$ cat src/rtl/t_block_xfer_ctrl_if.sv
// Bus bundle for the T-file block transfer sequencer: issue command, memory port, T file ports, issue-side Tjk path.
// Optional abort/aborted pair exists only when T_XFER_ABORT_EN is defined.
interface t_block_xfer_ctrl_if #(
    parameter int WIDTH    = 64,
    parameter int LOGDEPTH = 6,
    parameter int AWIDTH   = 24
);
    logic                start;
    logic                dir;
    logic [LOGDEPTH-1:0] jk;
    logic [6:0]          count;
    logic [AWIDTH-1:0]   base;
    logic                busy;
    logic                done;

    logic                mem_req;
    logic                mem_we;
    logic [AWIDTH-1:0]   mem_addr;
    logic [WIDTH-1:0]    mem_wdata;
    logic                mem_ack;
    logic                mem_rvalid;
    logic [WIDTH-1:0]    mem_rdata;

    logic [LOGDEPTH-1:0] rf_rd_addr;
    logic [WIDTH-1:0]    rf_rd_data;
    logic                rf_wr_en;
    logic [LOGDEPTH-1:0] rf_wr_addr;
    logic [WIDTH-1:0]    rf_wr_data;

    logic [LOGDEPTH-1:0] s_rd_addr;
    logic                s_wr_en;
    logic [LOGDEPTH-1:0] s_wr_addr;
    logic [WIDTH-1:0]    s_wr_data;
    logic                s_wr_ready;

`ifdef T_XFER_ABORT_EN
    logic                abort;
    logic                aborted;
`endif

    modport master (
`ifdef T_XFER_ABORT_EN
        output abort,
        input  aborted,
`endif
        output start, dir, jk, count, base,
        input  busy, done,
        input  mem_req, mem_we, mem_addr, mem_wdata,
        output mem_ack, mem_rvalid, mem_rdata,
        input  rf_rd_addr, rf_wr_en, rf_wr_addr, rf_wr_data,
        output rf_rd_data,
        output s_rd_addr, s_wr_en, s_wr_addr, s_wr_data,
        input  s_wr_ready
    );

    modport slave (
`ifdef T_XFER_ABORT_EN
        input  abort,
        output aborted,
`endif
        input  start, dir, jk, count, base,
        output busy, done,
        output mem_req, mem_we, mem_addr, mem_wdata,
        input  mem_ack, mem_rvalid, mem_rdata,
        output rf_rd_addr, rf_wr_en, rf_wr_addr, rf_wr_data,
        input  rf_rd_data,
        input  s_rd_addr, s_wr_en, s_wr_addr, s_wr_data,
        output s_wr_ready
    );
endinterface

$ cat src/rtl/t_block_xfer_ctrl.sv
// Block load/store sequencer between memory and the 64-entry T file; loads stream one word/cycle, stores take >=2 cycles/word.
// Requests held until mem_ack; issue-side T writes stalled during loads. Optional abort: define T_XFER_ABORT_EN.
module t_block_xfer_ctrl #(
    parameter int WIDTH    = 64,
    parameter int LOGDEPTH = 6,
    parameter int AWIDTH   = 24
) (
    input  logic clk,
    input  logic rst,
    t_block_xfer_ctrl_if.slave bus
);
    typedef enum logic [2:0] {IDLE, LD_REQ, LD_DRAIN, ST_RD, ST_REQ, DONE} state_t;

    localparam logic [6:0] DEPTH_CNT = 7'(2 ** LOGDEPTH);

    state_t              state, state_nx;
    logic [6:0]          n_r, req_cnt, ret_cnt, n_eff;
    logic [LOGDEPTH-1:0] jk_r;
    logic [AWIDTH-1:0]   base_r;
    logic [WIDTH-1:0]    wdata_r;
    logic                fresh_r, zero_r;
    logic                req_ack, ret_wr, abort_now;

    assign n_eff = (bus.count > DEPTH_CNT) ? DEPTH_CNT : bus.count;

`ifdef T_XFER_ABORT_EN
    logic abort_r;

    assign abort_now   = bus.abort | abort_r;
    assign bus.aborted = (state == DONE) && abort_r;

    always_ff @(posedge clk or negedge rst) begin
        if (!rst) begin
            abort_r <= 1'b0;
        end else if (state == IDLE) begin
            abort_r <= 1'b0;
        end else if (state != DONE && bus.abort) begin
            abort_r <= 1'b1;
        end
    end
`else
    assign abort_now = 1'b0;
`endif

    // A zero-length command still visits DONE for its pulse but never looks busy.
    assign bus.busy = (state != IDLE) && !zero_r;
    assign bus.done = (state == DONE);

    always_ff @(posedge clk or negedge rst) begin
        if (!rst) begin
            state   <= IDLE;
            n_r     <= '0;
            req_cnt <= '0;
            ret_cnt <= '0;
            jk_r    <= '0;
            base_r  <= '0;
            wdata_r <= '0;
            fresh_r <= 1'b0;
            zero_r  <= 1'b0;
        end else begin
            state   <= state_nx;
            fresh_r <= (state == ST_RD);
            if (state == IDLE && bus.start) begin
                n_r     <= n_eff;
                jk_r    <= bus.jk;
                base_r  <= bus.base;
                req_cnt <= '0;
                ret_cnt <= '0;
                zero_r  <= (n_eff == 7'd0);
            end else begin
                if (req_ack) req_cnt <= req_cnt + 7'd1;
                if (ret_wr)  ret_cnt <= ret_cnt + 7'd1;
            end
            if (fresh_r) wdata_r <= bus.rf_rd_data;
        end
    end

    always_comb begin
        state_nx       = state;
        req_ack        = 1'b0;
        ret_wr         = 1'b0;
        bus.mem_req    = 1'b0;
        bus.mem_we     = 1'b0;
        bus.mem_addr   = '0;
        bus.mem_wdata  = '0;
        bus.rf_rd_addr = bus.s_rd_addr;
        bus.rf_wr_en   = bus.s_wr_en;
        bus.rf_wr_addr = bus.s_wr_addr;
        bus.rf_wr_data = bus.s_wr_data;
        bus.s_wr_ready = 1'b1;
        case (state)
            IDLE: begin
                if (bus.start) begin
                    if (n_eff == 7'd0)  state_nx = DONE;
                    else if (bus.dir)   state_nx = ST_RD;
                    else                state_nx = LD_REQ;
                end
            end
            LD_REQ, LD_DRAIN: begin
                bus.s_wr_ready = 1'b0;
                ret_wr         = bus.mem_rvalid;
                bus.rf_wr_en   = bus.mem_rvalid;
                bus.rf_wr_addr = jk_r + ret_cnt[LOGDEPTH-1:0];
                bus.rf_wr_data = bus.mem_rdata;
                if (state == LD_REQ) begin
                    bus.mem_req  = 1'b1;
                    bus.mem_addr = base_r + AWIDTH'(req_cnt);
                    req_ack      = bus.mem_ack;
                    // An ack in the abort cycle is still owed its return.
                    if (abort_now) begin
                        if (ret_cnt + 7'(ret_wr) == req_cnt + 7'(req_ack)) state_nx = DONE;
                        else                                                state_nx = LD_DRAIN;
                    end else if (req_ack && (req_cnt + 7'd1 == n_r)) begin
                        state_nx = LD_DRAIN;
                    end
                end else if (ret_wr && (ret_cnt + 7'd1 == req_cnt)) begin
                    state_nx = DONE;
                end
            end
            ST_RD: begin
                bus.rf_rd_addr = jk_r + req_cnt[LOGDEPTH-1:0];
                state_nx       = abort_now ? DONE : ST_REQ;
            end
            ST_REQ: begin
                bus.rf_rd_addr = jk_r + req_cnt[LOGDEPTH-1:0];
                bus.mem_req    = 1'b1;
                bus.mem_we     = 1'b1;
                bus.mem_addr   = base_r + AWIDTH'(req_cnt);
                bus.mem_wdata  = fresh_r ? bus.rf_rd_data : wdata_r;
                req_ack        = bus.mem_ack;
                if (req_ack) begin
                    if (abort_now || (req_cnt + 7'd1 == n_r)) state_nx = DONE;
                    else                                      state_nx = ST_RD;
                end
            end
            DONE:    state_nx = IDLE;
            default: state_nx = IDLE;
        endcase
    end
endmodule

$ cat src/flat_wrapper.sv
// flat-port wrapper written by rule: the top's interface ports become plain ports
module t_block_xfer_ctrl_flat 
#(
    parameter int WIDTH    = 64,
    parameter int LOGDEPTH = 6,
    parameter int AWIDTH   = 24
)
  (clk, rst, bus_start, bus_dir, bus_jk, bus_count, bus_base, bus_busy, bus_done, bus_mem_req, bus_mem_we, bus_mem_addr, bus_mem_wdata, bus_mem_ack, bus_mem_rvalid, bus_mem_rdata, bus_rf_rd_addr, bus_rf_wr_en, bus_rf_wr_addr, bus_rf_wr_data, bus_rf_rd_data, bus_s_rd_addr, bus_s_wr_en, bus_s_wr_addr, bus_s_wr_data, bus_s_wr_ready);
  t_block_xfer_ctrl_if #(.WIDTH(WIDTH), .LOGDEPTH(LOGDEPTH), .AWIDTH(AWIDTH)) bus_i ();
  input  logic clk;
  input  logic rst;
  input wire logic [$bits(bus_i.start)-1:0] bus_start;
  input wire logic [$bits(bus_i.dir)-1:0] bus_dir;
  input wire logic [$bits(bus_i.jk)-1:0] bus_jk;
  input wire logic [$bits(bus_i.count)-1:0] bus_count;
  input wire logic [$bits(bus_i.base)-1:0] bus_base;
  output wire logic [$bits(bus_i.busy)-1:0] bus_busy;
  output wire logic [$bits(bus_i.done)-1:0] bus_done;
  output wire logic [$bits(bus_i.mem_req)-1:0] bus_mem_req;
  output wire logic [$bits(bus_i.mem_we)-1:0] bus_mem_we;
  output wire logic [$bits(bus_i.mem_addr)-1:0] bus_mem_addr;
  output wire logic [$bits(bus_i.mem_wdata)-1:0] bus_mem_wdata;
  input wire logic [$bits(bus_i.mem_ack)-1:0] bus_mem_ack;
  input wire logic [$bits(bus_i.mem_rvalid)-1:0] bus_mem_rvalid;
  input wire logic [$bits(bus_i.mem_rdata)-1:0] bus_mem_rdata;
  output wire logic [$bits(bus_i.rf_rd_addr)-1:0] bus_rf_rd_addr;
  output wire logic [$bits(bus_i.rf_wr_en)-1:0] bus_rf_wr_en;
  output wire logic [$bits(bus_i.rf_wr_addr)-1:0] bus_rf_wr_addr;
  output wire logic [$bits(bus_i.rf_wr_data)-1:0] bus_rf_wr_data;
  input wire logic [$bits(bus_i.rf_rd_data)-1:0] bus_rf_rd_data;
  input wire logic [$bits(bus_i.s_rd_addr)-1:0] bus_s_rd_addr;
  input wire logic [$bits(bus_i.s_wr_en)-1:0] bus_s_wr_en;
  input wire logic [$bits(bus_i.s_wr_addr)-1:0] bus_s_wr_addr;
  input wire logic [$bits(bus_i.s_wr_data)-1:0] bus_s_wr_data;
  output wire logic [$bits(bus_i.s_wr_ready)-1:0] bus_s_wr_ready;
  assign bus_i.start = bus_start;
  assign bus_i.dir = bus_dir;
  assign bus_i.jk = bus_jk;
  assign bus_i.count = bus_count;
  assign bus_i.base = bus_base;
  assign bus_busy = bus_i.busy;
  assign bus_done = bus_i.done;
  assign bus_mem_req = bus_i.mem_req;
  assign bus_mem_we = bus_i.mem_we;
  assign bus_mem_addr = bus_i.mem_addr;
  assign bus_mem_wdata = bus_i.mem_wdata;
  assign bus_i.mem_ack = bus_mem_ack;
  assign bus_i.mem_rvalid = bus_mem_rvalid;
  assign bus_i.mem_rdata = bus_mem_rdata;
  assign bus_rf_rd_addr = bus_i.rf_rd_addr;
  assign bus_rf_wr_en = bus_i.rf_wr_en;
  assign bus_rf_wr_addr = bus_i.rf_wr_addr;
  assign bus_rf_wr_data = bus_i.rf_wr_data;
  assign bus_i.rf_rd_data = bus_rf_rd_data;
  assign bus_i.s_rd_addr = bus_s_rd_addr;
  assign bus_i.s_wr_en = bus_s_wr_en;
  assign bus_i.s_wr_addr = bus_s_wr_addr;
  assign bus_i.s_wr_data = bus_s_wr_data;
  assign bus_s_wr_ready = bus_i.s_wr_ready;
  t_block_xfer_ctrl #(.WIDTH(WIDTH), .LOGDEPTH(LOGDEPTH), .AWIDTH(AWIDTH)) u_core (.clk(clk), .rst(rst), .bus(bus_i));
endmodule
$ cat config.mk
export PLATFORM = sky130hd
export DESIGN_NAME = t_block_xfer_ctrl_flat
export DESIGN_NICKNAME = d
export VERILOG_FILES = /design/src/rtl/t_block_xfer_ctrl_if.sv /design/src/rtl/t_block_xfer_ctrl.sv /design/src/flat_wrapper.sv
export SDC_FILE = /design/constraint.sdc
export NUM_CORES = 1
export LEC_CHECK = 0
export ABC_AREA = 0
export CAP_MARGIN = 40
export CORE_AREA = 2 2 164 166
export DETAILED_ROUTE_END_ITERATION = 12
export DIE_AREA = 0 0 166 168
export PLACE_DENSITY = 0.63
export SKIP_CTS_REPAIR_TIMING = 1
export SLEW_MARGIN = 10
export SYNTH_ARGS = -nofsm -noshare
export SYNTH_HDL_FRONTEND = slang
export SYNTH_SLANG_ARGS = --single-unit
$ cat constraint.sdc
create_clock -name clk -period 3.3 [get_ports clk]
set_input_delay 0.99 -clock clk [delete_from_list [all_inputs] [get_ports clk]]
set_output_delay 0.99 -clock clk [all_outputs]
set_load 0.02 [all_outputs]
==> results.rst <==
.. list-table::
   :header-rows: 1

   * - Metric
     - Value
   * - Global-route wire length before repair
     - around 45000 µm
   * - Number of levels the H-tree was split into
     - 4
   * - Number of distinct standard cells referenced by the synthesized netlist
     - 56
   * - Sum of net half-perimeters after detailed placement
     - 22500 µm
   * - Outcome
     - finished, violations left
   * - Number of failing hold endpoints at the final stage
     - 0
   * - Worst hold path type
     - reg2reg
   * - Worst reg-to-reg setup slack
     - 1.02 ns
   * - Core region area
     - between 0.02 and 0.03 mm²
   * - Required time at the endpoint of the critical path
     - between 2 and 2.5 ns
   * - Cell taking the most area after synthesis
     - sky130_fd_sc_hd__dfrtp_1
   * - Cell Chain, Critical Path
     - ha_4 > fa_2 > a21o_1 > a21o_1 > a21oi_4 > buf_6 > nor4_1 > xnor2_1 > nor2_1 > buf_4
   * - Met3 Usage GRT
     - 6.44%
   * - Number of vias per cell
     - approximately 4.7
   * - Number of fill cells
     - approximately 2500
   * - Final hold slack
     - 0.489 ns
   * - Most common cell in the synthesized netlist
     - sky130_fd_sc_hd__nand2_1
   * - End point of the critical path
     - bus_mem_addr[18]
   * - Logic depth of the worst register-to-register path
     - 9
   * - Number of vias in the routed layout
     - 7886
   * - Clock-pin slew of the registers on the worst-case setup and hold paths
     - 0.06 ns
   * - TritonCTS clock tree
     - done
   * - FMAX
     - about 0.28 GHz
   * - Portion of the post-synthesis area used by sequential elements
     - about two fifths
   * - Iteration-0 DRC Markers
     - 395
   * - Final period util
     - 107%
   * - Pin count of the biggest net entering global routing
     - 71
   * - Share of cells above drive strength 1
     - between 20% and 30%
   * - Grt ovf
     - 0
   * - GR Util met2
     - 36.3%
   * - Critical path buffer and inverter count
     - 2
   * - Min cycle time layout
     - 3.54 ns
   * - Area of the die
     - between 0.02 and 0.03 mm²
   * - Detailed-routing iteration count for the pre-antenna-repair pass
     - 4
   * - Synthesis-stage register bit count
     - 120
   * - Initial cell density of the core
     - roughly 29%
   * - Violations in the final reports
     - negative setup slack
   * - Number of cells produced by synthesis
     - ~870
   * - Cell type with the highest occurrence count on the critical path
     - sky130_fd_sc_hd__a21o_1
   * - List of most frequent post-synthesis cells
     - sky130_fd_sc_hd__nand2_1, sky130_fd_sc_hd__dfrtp_1, sky130_fd_sc_hd__mux2_2, sky130_fd_sc_hd__and3_1, sky130_fd_sc_hd__nor2_1
   * - Predominant post-synthesis flop cell
     - sky130_fd_sc_hd__dfrtp_1
   * - Max Buffers Root-to-Sink
     - 2
   * - Max_slew headroom
     - 70.2%
   * - Clock buffers created by TritonCTS
     - 17
   * - RSZ-0062 raised after global routing
     - true
   * - Post-DR wirelength/cell
     - around 18 µm
   * - Top area cells in the synthesized netlist
     - sky130_fd_sc_hd__dfrtp_1, sky130_fd_sc_hd__mux2_2, sky130_fd_sc_hd__nand2_1
   * - Count of port buffers added during placement
     - roughly 420
   * - Total number of cells along the worst setup path
     - 10
   * - Most used routing layer in global routing
     - met2
   * - Number of antenna violations at the first check in global routing
     - 4
   * - Final Util
     - 52.5%
   * - Cell at the slowest stage of the critical path
     - sky130_fd_sc_hd__dfrtp_1
   * - Routability Congestion
     - 0.918
   * - Count of flip-flops with a built-in enable after synthesis
     - 0
   * - Setup crit start
     - u_core.req_cnt[0]$_DFFE_PN0P_
   * - Area Growth Syn to Fin
     - 80.6%
   * - Proportion of synthesized area in mux cells
     - 14.4%
   * - Crit path arrival time
     - about 2.6 ns
   * - Maximum capacitance violations
     - 0
   * - Peak supply drop
     - about 860 µV
   * - Lkg Pwr
     - between 0.008 and 0.009 µW
   * - Clock tree root driver cell
     - sky130_fd_sc_hd__clkbuf_16
   * - Number of top-level design ports
     - approximately 420
   * - PnR worst setup slack
     - -0.244 ns
   * - Area fraction in and, or, nand and nor cells after synthesis
     - between 20% and 30%
   * - Total detailed-routing wirelength
     - 30500 µm
   * - Transition time at the pin with the least slew margin
     - around 0.44 ns
   * - Critical path startpoint category
     - register
   * - Number of max-slew violations in the final report
     - 0
   * - Synth Area in Compound Gates
     - 7.79%
   * - Number of warnings reported in the yosys synthesis log
     - 0
   * - Main combinational cell family by area after synthesis
     - simple AND/OR/NAND/NOR gates
   * - Count of unresolved DRC violations after routing
     - 0
   * - Delay of the slowest critical-path stage
     - between 0.4 and 0.5 ns
   * - Overall power of the completed layout
     - about 13000 µW
   * - Total number of clock tree sinks
     - 120
   * - RR Startpoint
     - u_core.req_cnt[0]$_DFFE_PN0P_
   * - Netlist area before placement
     - ~0.0077 mm²
   * - Antenna viol nets, final
     - 0
   * - Die span in y
     - between 150 and 200 µm
   * - Avg Inst Size Synth
     - a little under 9 µm²
   * - Fraction of the mapped netlist area in adder cells
     - under 10%
   * - Start-to-end type of the worst setup path
     - reg2out
   * - Cell depth of the worst min-delay path
     - 1
   * - Number of nets at the end of the flow
     - 1593
   * - Largest clock skew in the final design
     - about 0.013 ns
   * - Delay-heaviest family, CP
     - compound AO/OA/AOI/OAI gates
   * - Endpoint of the most critical register-to-register path
     - u_core.state[1]$_DFFE_PN0P_
   * - Net Count, Synth
     - ~1100
   * - Power Dens Cells
     - roughly 940 mW/mm²
   * - Met1 routing resource usage after global routing
     - between 20% and 30%
   * - Async SR Flop Fraction
     - between 90% and 100%
   * - Total track usage
     - roughly a fifth
   * - Num rows
     - 60
   * - Die width
     - around 170 µm
   * - Clock latency on the worst-skew pair
     - between 0.4 and 0.5 ns
   * - Via count of the first global-routing pass
     - 8234
   * - Number of setup violations in the final report
     - 18
   * - Synth Area in XOR/XNOR
     - ~5.4%
   * - CP Capture Type
     - output pin
   * - Area share of the leading cell type in the synthesized netlist
     - about two fifths
   * - Worst-path fanout max
     - 5
==> placed cells by master, fill, tap and decap left out, types with 16 or more instances in the layout <==
cell type                         count
sky130_fd_sc_hd__dfrtp_1            117
sky130_fd_sc_hd__nor2_1              37
sky130_fd_sc_hd__inv_1               17
sky130_fd_sc_hd__clkdlybuf4s50_1    251
sky130_fd_sc_hd__buf_4               80
sky130_fd_sc_hd__clkbuf_16           20
sky130_fd_sc_hd__xnor2_1             30
sky130_fd_sc_hd__o21ai_0             25
sky130_fd_sc_hd__nand3_1             16
sky130_fd_sc_hd__and3_1              68
sky130_fd_sc_hd__nand2_1            231
sky130_fd_sc_hd__ha_1                17
sky130_fd_sc_hd__mux2_2              95
sky130_fd_sc_hd__xor2_1              17
sky130_fd_sc_hd__dlymetal6s2s_1     140
==> through the flow <==
| step | instance area (µm²) | setup WS, ns | setup TNS, ns | instances |
|---|---|---|---|---|
| detailed placement | 12500 | -0.317 | -8.93 | 1623 |
| global route | 13800 | -0.382 | -5.50 | 1677 |
| floorplan | 7660 | 0.0307 | 0 | 868 |
| global placement | 12500 | -0.302 | -7.93 | 1623 |
| CTS | 13100 | -0.797 | -31.89 | 1654 |
| finish | 13800 | -0.244 | -2.97 | 1679 |
==> state kept, by name, summed over array words and instances (netlist names), 3 cells and up <==
signal,count
u_core.wdata_r,64
u_core.base_r,24
u_core.n_r,7
u_core.req_cnt,7
u_core.ret_cnt,7
u_core.jk_r,6
u_core.state,3
==> layer usage <==
metal | routed length, µm | part of all wire (%) | vias up
li1 | - | - | 3852
met1 | 12500 | 41 | 3714
met2 | 15200 | 50 | 284
met3 | 2150 | 7.1 | 34
met4 | 656 | 2.1 | 2
met5 | 13 | 0.043 | -
==> area by class of cell <==
| type | count | area (µm²) | area share, % |
|---|---|---|---|
| timing repair buffer | 492 | 5210 | 37.7 |
| clock inverter | 12 | 164 | 1.18 |
| inverter | 20 | 81.3 | 0.588 |
| clock buffer | 19 | 453 | 3.27 |
| antenna | 3 | 7.51 | 0.0543 |
| sequential | 120 | 3010 | 21.7 |
| tap | 341 | 427 | 3.08 |
| multi-input combinational | 672 | 4480 | 32.4 |
==> power by group <==
group / internal, µW / switching (µW) / total, µW / leakage (µW)
Sequential: 2160 / 401 / 2560 / 0.00145
Clock: 1240 / 731 / 1970 / 0.000290
Combinational: 3930 / 4520 / 8450 / 0.00635
Total: 7330 / 5650 / 13000 / 0.00809
==> worst min-delay path by stage <==
stage                                         endpoint                          from
after floorplan              u_core.zero_r$_DFFE_PN0P_     u_core.zero_r$_DFFE_PN0P_
after global placement       u_core.zero_r$_DFFE_PN0P_     u_core.zero_r$_DFFE_PN0P_
after detailed placement     u_core.zero_r$_DFFE_PN0P_     u_core.zero_r$_DFFE_PN0P_
after CTS                 u_core.wdata_r[20]$_DFF_PN0_  u_core.wdata_r[20]$_DFF_PN0_
after global routing      u_core.wdata_r[26]$_DFF_PN0_  u_core.wdata_r[26]$_DFF_PN0_
final                     u_core.wdata_r[32]$_DFF_PN0_  u_core.wdata_r[32]$_DFF_PN0_
==> logic make-up after synthesis <==
| family | count (synthesis) |
|---|---|
| muxes | 98 |
| and+or+nand+nor | 411 |
| adders and majority gates | 22 |
| AOI/OAI and AO/OA | 94 |
| buffers and inverters | 76 |
| xor gates and xnor gates | 47 |
| DFF | 120 |
Note: power is estimated with default switching activity, not from simulation.
